**config.mk**
```make
export PLATFORM = sky130hd
export DESIGN_NAME = uart_loader
export DESIGN_NICKNAME = d
export VERILOG_FILES = /design/src/rtl/uart_loader_pkg.sv /design/src/rtl/uart_rx_byte.sv /design/src/rtl/uart_loader.sv
export SDC_FILE = /design/constraint.sdc
export NUM_CORES = 1
export LEC_CHECK = 0
export CAP_MARGIN = 20
export CORE_MARGIN = 5
export CORE_UTILIZATION = 39
export CTS_CLUSTER_SIZE = 25
export DETAILED_ROUTE_END_ITERATION = 12
export PLACE_DENSITY = 0.53
export SETUP_SLACK_MARGIN = 0.02
export SYNTH_ARGS = -nofsm -noshare
export SYNTH_HDL_FRONTEND = slang
export SYNTH_SLANG_ARGS = --single-unit
```
**constraint.sdc**
```tcl
create_clock -name clk -period 4.5 [get_ports clk]
set_clock_uncertainty 0.1 [all_clocks]
set_input_delay 0.9 -clock clk [delete_from_list [all_inputs] [get_ports clk]]
set_output_delay 0.9 -clock clk [all_outputs]
set_load 0.05 [all_outputs]
```
**src/rtl/uart_loader_pkg.sv**
```systemverilog
// Shared definitions for the UART program loader.
//   ISA_WIDTH      : width of one memory word (four UART bytes)
//   ROM_DEPTH      : log2 of words per memory; the loader address has one
//                    extra MSB selecting instruction (0) or data (1) memory
//   uart_st_e      : receiver FSM state encodings (UART_ST_*)
package uart_loader_pkg;

    localparam int ISA_WIDTH      = 32;
    localparam int ROM_DEPTH      = 3;
    localparam int ADDR_W         = ROM_DEPTH + 1;
    localparam int BYTES_PER_WORD = ISA_WIDTH / 8;

    typedef enum logic [1:0] {
        UART_ST_IDLE  = 2'd0,
        UART_ST_START = 2'd1,
        UART_ST_DATA  = 2'd2,
        UART_ST_STOP  = 2'd3
    } uart_st_e;

endpackage

```
**src/rtl/uart_rx_byte.sv**
```systemverilog
// 8N1 byte receiver with a 2-flop input synchroniser.
//   clk, rst_n     : clock, async active-low reset
//   i_clear        : return receiver to idle (session restart)
//   i_enable       : a new start bit is accepted only while high
//   i_rx           : raw asynchronous serial line, idle high
//   o_byte         : last received byte, valid with o_byte_valid
//   o_byte_valid   : one-cycle pulse, byte with good stop bit
//   o_frame_err    : one-cycle pulse, stop bit sampled low
//   o_start_edge   : one-cycle pulse, start edge accepted
module uart_rx_byte
    import uart_loader_pkg::*;
#(
    parameter int CLKS_PER_BIT = 868
) (
    input  logic       clk,
    input  logic       rst_n,
    input  logic       i_clear,
    input  logic       i_enable,
    input  logic       i_rx,
    output logic [7:0] o_byte,
    output logic       o_byte_valid,
    output logic       o_frame_err,
    output logic       o_start_edge
);

    localparam int CNT_W = $clog2(CLKS_PER_BIT + 1);
    localparam logic [CNT_W-1:0] HALF_LAST = CNT_W'(CLKS_PER_BIT / 2 - 1);
    localparam logic [CNT_W-1:0] FULL_LAST = CNT_W'(CLKS_PER_BIT - 1);

    logic [1:0]       r_sync;
    logic             r_rx_prev;
    uart_st_e         r_state, w_state_nxt;
    logic [CNT_W-1:0] r_cnt, w_cnt_nxt;
    logic [2:0]       r_bit, w_bit_nxt;
    logic [7:0]       r_shift, w_shift_nxt;
    logic [7:0]       r_byte, w_byte_nxt;
    logic             r_valid, w_valid_nxt;
    logic             r_ferr, w_ferr_nxt;
    logic             w_rx, w_fall;

    assign w_rx   = r_sync[1];
    assign w_fall = r_rx_prev & ~w_rx;

    // Synchroniser and edge-detect flops reset high so reset release
    // cannot look like a start edge.
    always_ff @(posedge clk or negedge rst_n) begin
        if (!rst_n) begin
            r_sync    <= 2'b11;
            r_rx_prev <= 1'b1;
        end else begin
            r_sync    <= {r_sync[0], i_rx};
            r_rx_prev <= w_rx;
        end
    end

    always_ff @(posedge clk or negedge rst_n) begin
        if (!rst_n) begin
            r_state <= UART_ST_IDLE;
            r_cnt   <= '0;
            r_bit   <= '0;
            r_shift <= '0;
            r_byte  <= '0;
            r_valid <= 1'b0;
            r_ferr  <= 1'b0;
        end else begin
            r_state <= w_state_nxt;
            r_cnt   <= w_cnt_nxt;
            r_bit   <= w_bit_nxt;
            r_shift <= w_shift_nxt;
            r_byte  <= w_byte_nxt;
            r_valid <= w_valid_nxt;
            r_ferr  <= w_ferr_nxt;
        end
    end

    always_comb begin
        w_state_nxt = r_state;
        w_cnt_nxt   = r_cnt;
        w_bit_nxt   = r_bit;
        w_shift_nxt = r_shift;
        w_byte_nxt  = r_byte;
        w_valid_nxt = 1'b0;
        w_ferr_nxt  = 1'b0;
        case (r_state)
            UART_ST_IDLE: begin
                w_cnt_nxt = '0;
                if (i_enable && w_fall) w_state_nxt = UART_ST_START;
            end
            UART_ST_START: begin
                // Mid-bit check: line back high means it was only a glitch.
                if (r_cnt == HALF_LAST) begin
                    w_cnt_nxt = '0;
                    w_bit_nxt = '0;
                    w_state_nxt = w_rx ? UART_ST_IDLE : UART_ST_DATA;
                end else begin
                    w_cnt_nxt = r_cnt + CNT_W'(1);
                end
            end
            UART_ST_DATA: begin
                if (r_cnt == FULL_LAST) begin
                    w_cnt_nxt   = '0;
                    w_shift_nxt = {w_rx, r_shift[7:1]};   // LSB first
                    if (r_bit == 3'd7) w_state_nxt = UART_ST_STOP;
                    else               w_bit_nxt   = r_bit + 3'd1;
                end else begin
                    w_cnt_nxt = r_cnt + CNT_W'(1);
                end
            end
            UART_ST_STOP: begin
                if (r_cnt == FULL_LAST) begin
                    w_cnt_nxt   = '0;
                    w_state_nxt = UART_ST_IDLE;
                    if (w_rx) begin
                        w_valid_nxt = 1'b1;
                        w_byte_nxt  = r_shift;
                    end else begin
                        w_ferr_nxt  = 1'b1;
                    end
                end else begin
                    w_cnt_nxt = r_cnt + CNT_W'(1);
                end
            end
            default: w_state_nxt = UART_ST_IDLE;
        endcase
        if (i_clear) begin
            w_state_nxt = UART_ST_IDLE;
            w_cnt_nxt   = '0;
            w_bit_nxt   = '0;
            w_valid_nxt = 1'b0;
            w_ferr_nxt  = 1'b0;
        end
    end

    assign o_byte       = r_byte;
    assign o_byte_valid = r_valid;
    assign o_frame_err  = r_ferr;
    assign o_start_edge = (r_state == UART_ST_IDLE) & i_enable & w_fall & ~i_clear;

endmodule

```
**src/rtl/uart_loader.sv**
```systemverilog
// UART program loader: packs received bytes little-endian into words and
// writes them to sequential addresses of instruction then data memory.
//   clk, rst_n        : clock, async active-low reset
//   uart_start        : one-cycle pulse arming (or restarting) a session
//   uart_rx           : serial line, 8N1, idle high
//   uart_write_enable : one-cycle word write strobe
//   uart_data         : assembled word, valid with the strobe
//   uart_addr         : word address, MSB selects data memory
//   uart_active       : session armed or receiving
//   uart_done         : one-cycle pulse at session end
//   uart_frame_err    : sticky framing error, cleared by uart_start
module uart_loader
    import uart_loader_pkg::*;
#(
    parameter int CLKS_PER_BIT = 868,
    parameter int IDLE_TIMEOUT = 100000
) (
    input  logic                 clk,
    input  logic                 rst_n,
    input  logic                 uart_start,
    input  logic                 uart_rx,
    output logic                 uart_write_enable,
    output logic [ISA_WIDTH-1:0] uart_data,
    output logic [ROM_DEPTH:0]   uart_addr,
    output logic                 uart_active,
    output logic                 uart_done,
    output logic                 uart_frame_err
);

    localparam int IDLE_W = $clog2(IDLE_TIMEOUT + 1);
    localparam int BCNT_W = $clog2(BYTES_PER_WORD);
    localparam logic [IDLE_W-1:0] IDLE_LAST = IDLE_W'(IDLE_TIMEOUT - 1);
    localparam logic [BCNT_W-1:0] BCNT_LAST = BCNT_W'(BYTES_PER_WORD - 1);
    localparam logic [ADDR_W-1:0] ADDR_LAST = '1;

    logic                 r_active, r_we, r_done, r_ferr, r_seen;
    logic [ADDR_W-1:0]    r_addr;
    logic [BCNT_W-1:0]    r_byte_cnt;
    logic [ISA_WIDTH-1:0] r_word, r_data;
    logic [IDLE_W-1:0]    r_idle_cnt;

    logic [7:0] w_byte;
    logic       w_byte_valid, w_frame_err, w_start_edge;
    logic       w_byte_ok, w_timeout, w_last_wr, w_end;

    uart_rx_byte #(.CLKS_PER_BIT(CLKS_PER_BIT)) u_rx (
        .clk          (clk),
        .rst_n        (rst_n),
        .i_clear      (uart_start),
        .i_enable     (r_active),
        .i_rx         (uart_rx),
        .o_byte       (w_byte),
        .o_byte_valid (w_byte_valid),
        .o_frame_err  (w_frame_err),
        .o_start_edge (w_start_edge)
    );

    assign w_byte_ok = w_byte_valid & r_active;
    // A byte arriving restarts the idle count, so a timeout can only line up
    // with a strobe already on the bus; done then follows in the next cycle.
    assign w_timeout = r_seen & (r_idle_cnt == IDLE_LAST) & ~w_start_edge & ~w_byte_ok;
    assign w_last_wr = r_we & (r_addr == ADDR_LAST);
    assign w_end     = r_active & (w_timeout | w_last_wr);

    always_ff @(posedge clk or negedge rst_n) begin
        if (!rst_n) begin
            r_active   <= 1'b0;
            r_we       <= 1'b0;
            r_done     <= 1'b0;
            r_ferr     <= 1'b0;
            r_seen     <= 1'b0;
            r_addr     <= '0;
            r_byte_cnt <= '0;
            r_word     <= '0;
            r_data     <= '0;
            r_idle_cnt <= '0;
        end else if (uart_start) begin
            r_active   <= 1'b1;
            r_we       <= 1'b0;
            r_done     <= 1'b0;
            r_ferr     <= 1'b0;
            r_seen     <= 1'b0;
            r_addr     <= '0;
            r_byte_cnt <= '0;
            r_word     <= '0;
            r_idle_cnt <= '0;
        end else begin
            r_we   <= 1'b0;
            r_done <= 1'b0;
            if (w_frame_err && r_active) r_ferr <= 1'b1;
            // Address advances after each strobe but never wraps.
            if (r_we && !w_last_wr) r_addr <= r_addr + ADDR_W'(1);
            if (w_end) begin
                r_active   <= 1'b0;
                r_done     <= 1'b1;
                r_seen     <= 1'b0;
                r_byte_cnt <= '0;         // partial word is dropped
                r_idle_cnt <= '0;
            end else if (r_active) begin
                if (w_byte_ok) begin
                    r_seen     <= 1'b1;
                    r_idle_cnt <= '0;
                    if (r_byte_cnt == BCNT_LAST) begin
                        r_we       <= 1'b1;
                        r_data     <= {w_byte, r_word[ISA_WIDTH-9:0]};
                        r_byte_cnt <= '0;
                    end else begin
                        r_word[{r_byte_cnt, 3'b000} +: 8] <= w_byte;
                        r_byte_cnt <= r_byte_cnt + BCNT_W'(1);
                    end
                end else if (w_start_edge) begin
                    r_idle_cnt <= '0;
                end else if (r_seen) begin
                    r_idle_cnt <= r_idle_cnt + IDLE_W'(1);
                end
            end
        end
    end

    assign uart_write_enable = r_we;
    assign uart_data         = r_data;
    assign uart_addr         = r_addr;
    assign uart_active       = r_active;
    assign uart_done         = r_done;
    assign uart_frame_err    = r_ferr;

endmodule

```
==> results of run 1 <==
## synthesized netlist by cell type (all sizes together), types with 2 or more instances
cell type  instances  share of area
dfrtp            117           0.54
mux2              48           0.10
nand2             37          0.026
nor2              30          0.021
a21oi             28          0.027
o21ai             27          0.025
nand3b            20          0.028
nand3             17          0.018
nor3              12          0.011
buf               11          0.012
clkbuf            11         0.0081
ha                10          0.023
a22o               8          0.013
or3                7         0.0081
xnor2              7          0.011
and3               6         0.0070
inv                6         0.0042
a31oi              5         0.0058
nand4              5         0.0058
nor4b              5          0.012
and2               4         0.0051
nor4               4         0.0074
xor2               4         0.0065
and4               3         0.0051
dfstp              3          0.015
nand2b             3         0.0035
nand4b             3         0.0060
a41oi              2         0.0032
and4b              2         0.0037
o21a               2         0.0028
o31a               2         0.0032
o32ai              2         0.0032
or2                2         0.0023
## final cells by class
cell class              count  area [sq um]  area share
clock inverters            11         147.6     0.02238
repair buffers             49         473.0     0.07170
clock buffers              21         460.4     0.06980
flip-flops and latches    120          3007      0.4558
well taps                 180         225.2     0.03414
inverters                   6         22.52    0.003414
multi-input cells         320          2261      0.3428
## layer usage
| metal | part of all wire | up-vias | GRT usage |
|---|---|---|---|
| li1 | - | 1786 | - |
| met1 | 0.48 | 1908 | 0.2091 |
| met2 | 0.48 | 40 | 0.2313 |
| met3 | 0.030 | 4 | 0.03875 |
| met4 | 0.0066 | 0 | 0.05181 |
| met5 | 0 | - | 0 |
## kinds of logic after synthesis
kind of cell    Yosys count  share of synthesized area
mux                      49                     0.1019
compound gates           83                    0.09384
simple gates            167                     0.1819
buf+inv                  28                    0.02456
xor+xnor                 11                    0.01784
flops                   120                     0.5568
fa+ha+maj                10                    0.02317
## sequential cells by signal (all words and copies together) (netlist names)
signal and cells:
r_byte_cnt 2, r_word 24, uart_active 1, u_rx.r_sync 2
u_rx.o_frame_err 1, uart_write_enable 1, r_seen 1, u_rx.r_rx_prev 1
u_rx.o_byte_valid 1, u_rx.r_shift 8, u_rx.o_byte 8, u_rx.r_bit 3
u_rx.r_cnt 10, u_rx.r_state 2, r_idle_cnt 17, uart_addr 4
uart_frame_err 1, uart_done 1, uart_data 32
## worst max-delay path, stage by stage
cell	delay, ns
clkdlybuf4s50_1	0.51
buf_4	0.28
nor4_4	0.07
nand2_1	0.27
nand4_1	0.20
a21oi_2	0.73
a21oi_1	0.12
## path summary, 6_finish.rpt
path                                               start                    endpoint  slack, ns  depth (start not counted)
worst max-delay path                          uart_start  r_idle_cnt[11]$_DFFE_PN0P_       1.55                          7
worst min-delay path            u_rx.r_sync[0]$_DFF_PN1_    u_rx.r_sync[1]$_DFF_PN1_       0.26                          0
worst max register to register  u_rx.r_sync[1]$_DFF_PN1_  r_idle_cnt[11]$_DFFE_PN0P_       2.17                          5
worst min register to register  u_rx.r_sync[0]$_DFF_PN1_    u_rx.r_sync[1]$_DFF_PN1_       0.26                          0
max in group asynchronous                          rst_n  u_rx.o_frame_err$_DFF_PN0_       2.94                          2
min in group asynchronous                          rst_n  r_idle_cnt[10]$_DFFE_PN0P_       0.42                          1
## power groups by stage
stage | logic [mW] | clock network [mW] | registers [mW]
after floorplan | 0.0242 | 0 | 1.10
after global placement | 0.0554 | 0 | 1.11
after detailed placement | 0.0566 | 0 | 1.11
after CTS | 0.0566 | 1.41 | 1.09
after global routing | 0.0635 | 1.46 | 1.09
final | 0.0543 | 1.38 | 1.09
## stage by stage
step	total power, mW	util
after floorplan	1.129	-
after global placement	1.162	0.4365
after detailed placement	1.163	0.4365
after CTS	2.555	0.4808
after global routing	2.616	0.4808
final	2.521	0.4808
==> impl_metrics.py, run 1 <==
metrics = {
    "grt": {
        "grt_usage": 0.1508,
        "overflow": 0,
        "grt_pass1_vias": 3769,
        "grt_max_degree": 52,
        "grt_pass1_wl_um": 19510,
        "antenna_found_initial": 0,
    },
    "yosys": {
        "synth_flop_cell": "dfrtp_1",
        "yosysWarnings": 0,
        "ys_ff_latch": 120,
        "synth_seq_area_share": 0.5568,
        "yosysUniqueCellTypes": 60,
        "asyncSetResetFlopFracSynth": 1.000,
        "syn_area_per_cell_sq_um": 11.54,
        "syn-cell-area_sq_um": 5400,
        "synthesis.nets": 482,
        "syn_inst": 468,
        "synth_edf_count": 0,
    },
    "power_and_ir_drop": {
        "switchingPower_uw": 524.8,
        "powerDensity_nw_per_um2": 382.1,
        "cellInternalPower_mw": 1.996,
        "cellLeakagePower_nw": 2.866,
        "netSwitchingFraction": 0.2082,
        "p_seq_frac": 0.431,
        "p_comb_frac": 0.022,
        "irDropWorstVdd_v": 0.0003051,
        "power_frac_clock": 0.547,
    },
    "sta": {
        "hold_violations": 0,
        "rsz0062_at_grt": "false",
        "worst_slack_ns": 1.552,
        "fin_crit_ns": 2.948,
        "maxSlewHeadroom": 0.3230,
        "setup_tns_ns": 0,
        "finalSetupViolCount": 0,
        "fmax_mhz": 339.2,
        "drv_slew": 0,
        "fin_hold_ws_ns": 0.2560,
        "finalCritPeriodShare": 0.6551,
        "worst_pin_slew_ns": 1.012,
    },
    "clocking": {
        "tritoncts": "yes",
        "htreeDepth": 4,
        "path_clk_slew_ns": 0.06,
        "hold_buffers": 0,
        "clockBufferDepth": 2,
        "cts_resized": 0,
        "cts.sinks": 120,
        "cts_buffers": 17,
        "cts_setup_buffers": 0,
        "root_buffer": "clkbuf_16",
        "clock_latency_ns": 0.41,
    },
    "placed_design": {
        "dp.cells": 675,
        "portBuffers": 43,
        "place_area_sq_um": 5988,
        "hpwl_um": 7718,
        "pre_cts_slack_ns": 1.171,
        "gp_congestion": 0.7893,
    },
    "final_layout": {
        "syn_to_final_growth_pct": 22.15,
        "antennaDiodeCount": 0,
        "drive_gt1_frac": 0.1917,
        "layout_common_cells": "117 x dfrtp_1, 47 x mux2_2, 42 x clkdlybuf4s50_1",
        "layout_commonest_cell": "dfrtp_1",
        "nNetsFinal": 528,
        "instances_no_fill": 707,
        "finalInstanceArea_sq_um": 6596,
        "fill_cells": 1238,
    },
    "die": {
        "io_pins": 44,
        "start_util": 0.3936,
        "rows": 43,
        "die_x_um": 127.7,
        "core_sq_um": 13720,
        "die-height_um": 127.7,
        "dieArea_sq_um": 16300,
    },
    "routing": {
        "via_per_inst": 5.287,
        "vias": 3738,
        "ant_nets": 0,
        "drtPass1Iterations": 5,
        "wire_per_inst_um": 16.21,
        "wl_um": 11460,
        "drtIter0Drc": 277,
        "drc": 0,
    },
    "run_status": {
        "outcome": "finished clean",
    },
    "setup_path": {
        "cp-start-kind": "input pin",
        "path_class": "input pin to flop",
        "arrival_ns": 3.09,
        "worstSetupEndpointType": "flop",
        "worstPathRequired_ns": 4.64,
        "crit_path_max_fanout": 20,
    },
    "min_path": {
        "hold_class": "flop to flop",
    },
    "run": {
        "cap_violations": 0,
    },
}
Note: power is estimated with default switching activity, not from simulation.
==> inputs of run 2 (changes only) <==
==> constraint.sdc (replaced) <==
create_clock -name clk -period 3.07 [get_ports clk]
set_clock_uncertainty 0.1 [all_clocks]
set_input_delay 0.614 -clock clk [delete_from_list [all_inputs] [get_ports clk]]
set_output_delay 0.614 -clock clk [all_outputs]
set_load 0.05 [all_outputs]
==> run 2 against run 1 <==
Core utilization about the same; register-to-register slack got worse by 1.3 ns; combinational power grew 53%; total power up 39%; setup slack lost 1.0 ns.
==> impl_metrics.py, run 2 (synthesized netlist as in run 1, its figures left out) <==
metrics = {
    "placed_design": {
        "gp_congestion": 0.8002,
        "portBuffers": 43,
        "hpwl_um": 7689,
    },
    "die": {
        "rows": 43,
        "io_pins": 44,
        "dieArea_sq_um": 16300,
        "die_x_um": 127.7,
        "die-height_um": 127.7,
        "start_util": 0.3936,
        "core_sq_um": 13720,
    },
    "sta": {
        "worst_pin_slew_ns": 0.8187,
        "rsz0062_at_grt": "false",
        "hold_violations": 0,
        "finalSetupViolCount": 0,
        "drv_slew": 0,
        "finalCritPeriodShare": 0.8195,
        "fmax_mhz": 397.5,
        "setup_tns_ns": 0,
        "fin_hold_ws_ns": 0.09270,
        "fin_crit_ns": 2.516,
        "maxSlewHeadroom": 0.4500,
    },
    "final_layout": {
        "antennaDiodeCount": 0,
        "nNetsFinal": 531,
        "layout_commonest_cell": "dfrtp_1",
        "syn_to_final_growth_pct": 22.22,
        "finish.utilization": 0.4811,
        "fill_cells": 1250,
        "largest_reg_flops": 32,
        "drive_gt1_frac": 0.1981,
        "layout_common_cells": "117 x dfrtp_1, 47 x mux2_2, 42 x clkdlybuf4s50_1",
    },
    "setup_path": {
        "cp-start-kind": "flop",
        "crit_path_max_fanout": 10,
        "ff2ff_path_depth": 6,
        "critical_path_depth": 1,
        "cp.buffers_inverters": 1,
        "critical_path.cell_chain": "clkdlybuf4s50_1",
        "r2r_end": "r_word[14]$_DFFE_PN0P_",
        "cp_slowest_cell": "clkdlybuf4s50_1",
        "r2r_slack_ns": 0.85,
        "critPathTopFamily": "buffers and inverters",
        "r2r_start": "uart_addr[0]$_DFFE_PN0P_",
        "worstSetupEndpointType": "output pin",
        "path_class": "flop to output pin",
        "arrival_ns": 1.80,
        "worstPathRequired_ns": 2.36,
        "max_stage_delay_ns": 0.87,
    },
    "clocking": {
        "path_clk_slew_ns": 0.06,
        "hold_buffers": 0,
        "cts_resized": 0,
        "clockBufferDepth": 2,
        "tritoncts": "yes",
        "cts_setup_buffers": 0,
        "htreeDepth": 4,
        "clock_latency_ns": 0.42,
        "cts_buffers": 17,
        "root_buffer": "clkbuf_16",
        "cts.sinks": 120,
    },
    "min_path": {
        "hold_class": "input pin to async pin",
    },
    "routing": {
        "drc": 0,
        "via_per_inst": 5.194,
        "drtPass1Iterations": 4,
        "wire_per_inst_um": 16.10,
        "drtIter0Drc": 356,
        "wl_um": 11430,
        "ant_nets": 0,
        "vias": 3688,
    },
    "grt": {
        "grt_max_degree": 60,
        "overflow": 0,
        "grt_pass1_wl_um": 19550,
        "grt_usage": 0.1523,
        "grt_pass1_vias": 3826,
        "antenna_found_initial": 0,
    },
    "power_and_ir_drop": {
        "cellLeakagePower_nw": 2.863,
        "irDropWorstVdd_v": 0.0003772,
        "powerDensity_nw_per_um2": 530.2,
    },
    "run_status": {
        "outcome": "finished clean",
    },
    "run": {
        "cap_violations": 0,
    },
}
==> run 2: changes by cell type in the layout (fill, tap and decap cells not counted) <==
cell	delta
clkinvlp_4	+1
buf_12	+3
clkinv_4	+1
bufinv_16	-3
inv_6	+3
clkinv_2	-1
clkbuf_1	-1
==> run 2: per-stage QoR <==
stage / setup WS, ns / power (mW) / instances / area, sq um
global route: 0.4642 / 3.651 / 710 / 6600
floorplan: 0.7405 / 1.654 / 468 / 5400
CTS: 0.5137 / 3.558 / 710 / 6600
global placement: 0.5335 / 1.707 / 678 / 6048
finish: 0.5542 / 3.499 / 710 / 6600
detailed placement: 0.4218 / 1.708 / 678 / 6048
==> run 2: layout make-up <==
class                      count  area, sq um  share of cell area
clock inverter                12        95.09             0.01441
inverter                       6        22.52            0.003412
timing repair buffer          52        533.0             0.08076
tap                          180        225.2             0.03412
clock buffer                  20        456.7             0.06919
sequential                   120         3007              0.4555
multi-input combinational    320         2261              0.3426
==> run 2: per-layer routing <==
| layer | global-route usage | up-vias | routed length (um) |
|---|---|---|---|
| li1 | - | 1794 | - |
| met1 | 0.1974 | 1846 | 5384 |
| met2 | 0.2400 | 40 | 5528 |
| met3 | 0.05125 | 8 | 405 |
| met4 | 0.05306 | 0 | 114 |
| met5 | 0 | - | 0 |
==> run 2: worst max-delay path by stage <==
stage | from | to | slack [ns]
3_5_place_dp | uart_start | r_byte_cnt[1]$_DFFE_PN0P_ | 0.42
6_report | uart_active$_DFFE_PN0P_ | uart_active | 0.55
4_1_cts | uart_active$_DFFE_PN0P_ | uart_active | 0.51
2_1_floorplan | uart_addr[0]$_DFFE_PN0P_ | uart_data[10]$_DFFE_PN0P_ | 0.74
3_3_place_gp | uart_start | r_idle_cnt[6]$_DFFE_PN0P_ | 0.53
5_1_grt | uart_active$_DFFE_PN0P_ | uart_active | 0.46
==> run 2: where the power goes <==
group / switching, mW / leakage, nW / internal [mW]
combinational: 0.0598 / 0.946 / 0.0234
sequential: 0.00549 / 1.66 / 1.59
clock: 0.742 / 0.256 / 1.08
total: 0.807 / 2.86 / 2.69
==> inputs of run 3 (changes only) <==
==> constraint.sdc (replaced) <==
create_clock -name clk -period 2.47 [get_ports clk]
set_clock_uncertainty 0.1 [all_clocks]
set_input_delay 0.494 -clock clk [delete_from_list [all_inputs] [get_ports clk]]
set_output_delay 0.494 -clock clk [all_outputs]
set_load 0.05 [all_outputs]
==> run 3 against run 2 <==
Global-route usage is 0.053 points lower; core utilization is 1.3 points higher; non-clock buffer count is 11 higher; critical path depth stayed put; cell count is 1.1% higher; cell area is 2.7% higher; total power is 37% higher; worst hold slack better by 0.17 ns; die area stayed put; register-to-register slack worse by 0.62 ns; highest routed layer unchanged.
==> impl_metrics.py, run 3 (synthesized netlist as in run 1, its figures left out) <==
metrics = {
    "power_and_ir_drop": {
        "p_seq_frac": 0.413,
        "irDropWorstVdd_v": 0.0004942,
        "cellLeakagePower_nw": 2.966,
        "switchingPower_uw": 932.9,
        "p_comb_frac": 0.023,
        "power_frac_clock": 0.563,
        "powerDensity_nw_per_um2": 707.1,
        "cellInternalPower_mw": 3.859,
        "netSwitchingFraction": 0.1947,
    },
    "sta": {
        "finalCritPeriodShare": 0.9188,
        "hold_violations": 0,
        "worst_pin_slew_ns": 0.6563,
        "fin_crit_ns": 2.270,
        "setup_tns_ns": 0,
        "rsz0062_at_grt": "false",
        "drv_slew": 0,
        "maxSlewHeadroom": 0.5624,
        "fmax_mhz": 440.6,
        "finalSetupViolCount": 0,
    },
    "clocking": {
        "clock_latency_ns": 0.42,
        "root_buffer": "clkbuf_16",
        "cts_buffers": 17,
        "clockBufferDepth": 2,
        "cts_setup_buffers": 0,
        "htreeDepth": 4,
        "tritoncts": "yes",
        "cts.sinks": 120,
        "path_clk_slew_ns": 0.06,
    },
    "die": {
        "rows": 43,
        "core_sq_um": 13720,
        "dieArea_sq_um": 16300,
        "start_util": 0.3936,
        "die_x_um": 127.7,
        "io_pins": 44,
        "die-height_um": 127.7,
    },
    "setup_path": {
        "max_stage_delay_ns": 0.84,
        "cp_slowest_cell": "clkdlybuf4s50_1",
        "arrival_ns": 1.68,
        "worstSetupEndpointType": "output pin",
        "critical_path.cell_chain": "clkdlybuf4s50_1",
        "crit_path_max_fanout": 6,
        "cp-start-kind": "flop",
        "path_class": "flop to output pin",
        "cp.buffers_inverters": 1,
        "worstPathRequired_ns": 1.88,
        "critPathTopFamily": "buffers and inverters",
    },
    "final_layout": {
        "nNetsFinal": 542,
        "layout_common_cells": "117 x dfrtp_1, 47 x mux2_2, 41 x clkdlybuf4s50_1",
        "finish.utilization": 0.4939,
        "layout_commonest_cell": "dfrtp_1",
        "antennaDiodeCount": 0,
        "drive_gt1_frac": 0.2082,
        "largest_reg_flops": 32,
        "syn_to_final_growth_pct": 25.49,
    },
    "grt": {
        "antenna_found_initial": 0,
        "grt_pass1_vias": 3798,
        "grt_usage": 0.1518,
        "overflow": 0,
        "grt_pass1_wl_um": 19400,
        "grt_max_degree": 56,
    },
    "routing": {
        "drtIter0Drc": 297,
        "wire_per_inst_um": 16.15,
        "wl_um": 11600,
        "ant_nets": 0,
        "vias": 3783,
        "via_per_inst": 5.269,
        "drc": 0,
        "drtPass1Iterations": 5,
    },
    "placed_design": {
        "gp_congestion": 0.8505,
        "hpwl_um": 7820,
        "portBuffers": 43,
    },
    "run": {
        "cap_violations": 0,
    },
    "min_path": {
        "hold_class": "flop to flop",
    },
    "run_status": {
        "outcome": "finished clean",
    },
}
[run 3: layout make-up]
type                            count  area, sq um
Sequential cell                   120         3007
Tap cell                          180        225.2
Inverter                            6        22.52
Clock inverter                      8        170.2
Fill cell                        1228         6943
Timing Repair Buffer               63        620.6
Multi-Input combinational cell    320         2261
Clock buffer                       21        470.5
[run 3: through the flow]
stage,total power [mW],std cells,setup WS [ns],instance area [sq um],hold slack (ns)
global route,4.955,718,0.08820,6777,0.2636
global placement,2.128,688,0.1376,6123,0.2509
finish,4.792,718,0.2005,6777,0.2582
detailed placement,2.129,688,0.1301,6123,0.2487
CTS,4.857,718,0.02644,6774,0.2618
floorplan,2.056,468,0.1405,5400,0.09841
[run 3: repair_timing]
action                                 in CTS  in global routing
hold buffers                                1                  0
endpoints found under the hold margin      29                  0
gates resized for setup                     0                  1
setup endpoints to repair                   0                  1
[run 3: final timing paths]
| path | startpoint | to | slack [ns] | cells past startpoint |
|---|---|---|---|---|
| hold / removal | u_rx.r_sync[0]$_DFF_PN1_ | u_rx.r_sync[1]$_DFF_PN1_ | 0.26 | 0 |
| min in group asynchronous | rst_n | r_idle_cnt[16]$_DFFE_PN0P_ | 0.47 | 2 |
| setup / recovery | uart_write_enable$_DFF_PN0_ | uart_write_enable | 0.20 | 1 |
| setup reg to reg | uart_addr[0]$_DFFE_PN0P_ | r_word[18]$_DFFE_PN0P_ | 0.23 | 5 |
| max in group asynchronous | rst_n | uart_data[1]$_DFFE_PN0P_ | 1.18 | 3 |
| hold reg to reg | u_rx.r_sync[0]$_DFF_PN1_ | u_rx.r_sync[1]$_DFF_PN1_ | 0.26 | 0 |
[run 3: routing by layer]
metal | routed length [um] | share of wire | track usage | up-vias
li1 | - | - | - | 1809
met1 | 5541 | 0.48 | 0.2015 | 1897
met2 | 5445 | 0.47 | 0.2326 | 56
met3 | 400 | 0.034 | 0.05208 | 21
met4 | 211 | 0.018 | 0.05368 | 0
met5 | 0 | 0 | 0 | -
[run 3: power by group through the flow]
stage | Clock (mW) | Combinational (mW) | Sequential [mW]
final | 2.70 | 0.112 | 1.98
after global routing | 2.85 | 0.128 | 1.98
after CTS | 2.76 | 0.116 | 1.98
after detailed placement | 0 | 0.115 | 2.01
after global placement | 0 | 0.113 | 2.02
after floorplan | 0 | 0.0442 | 2.01
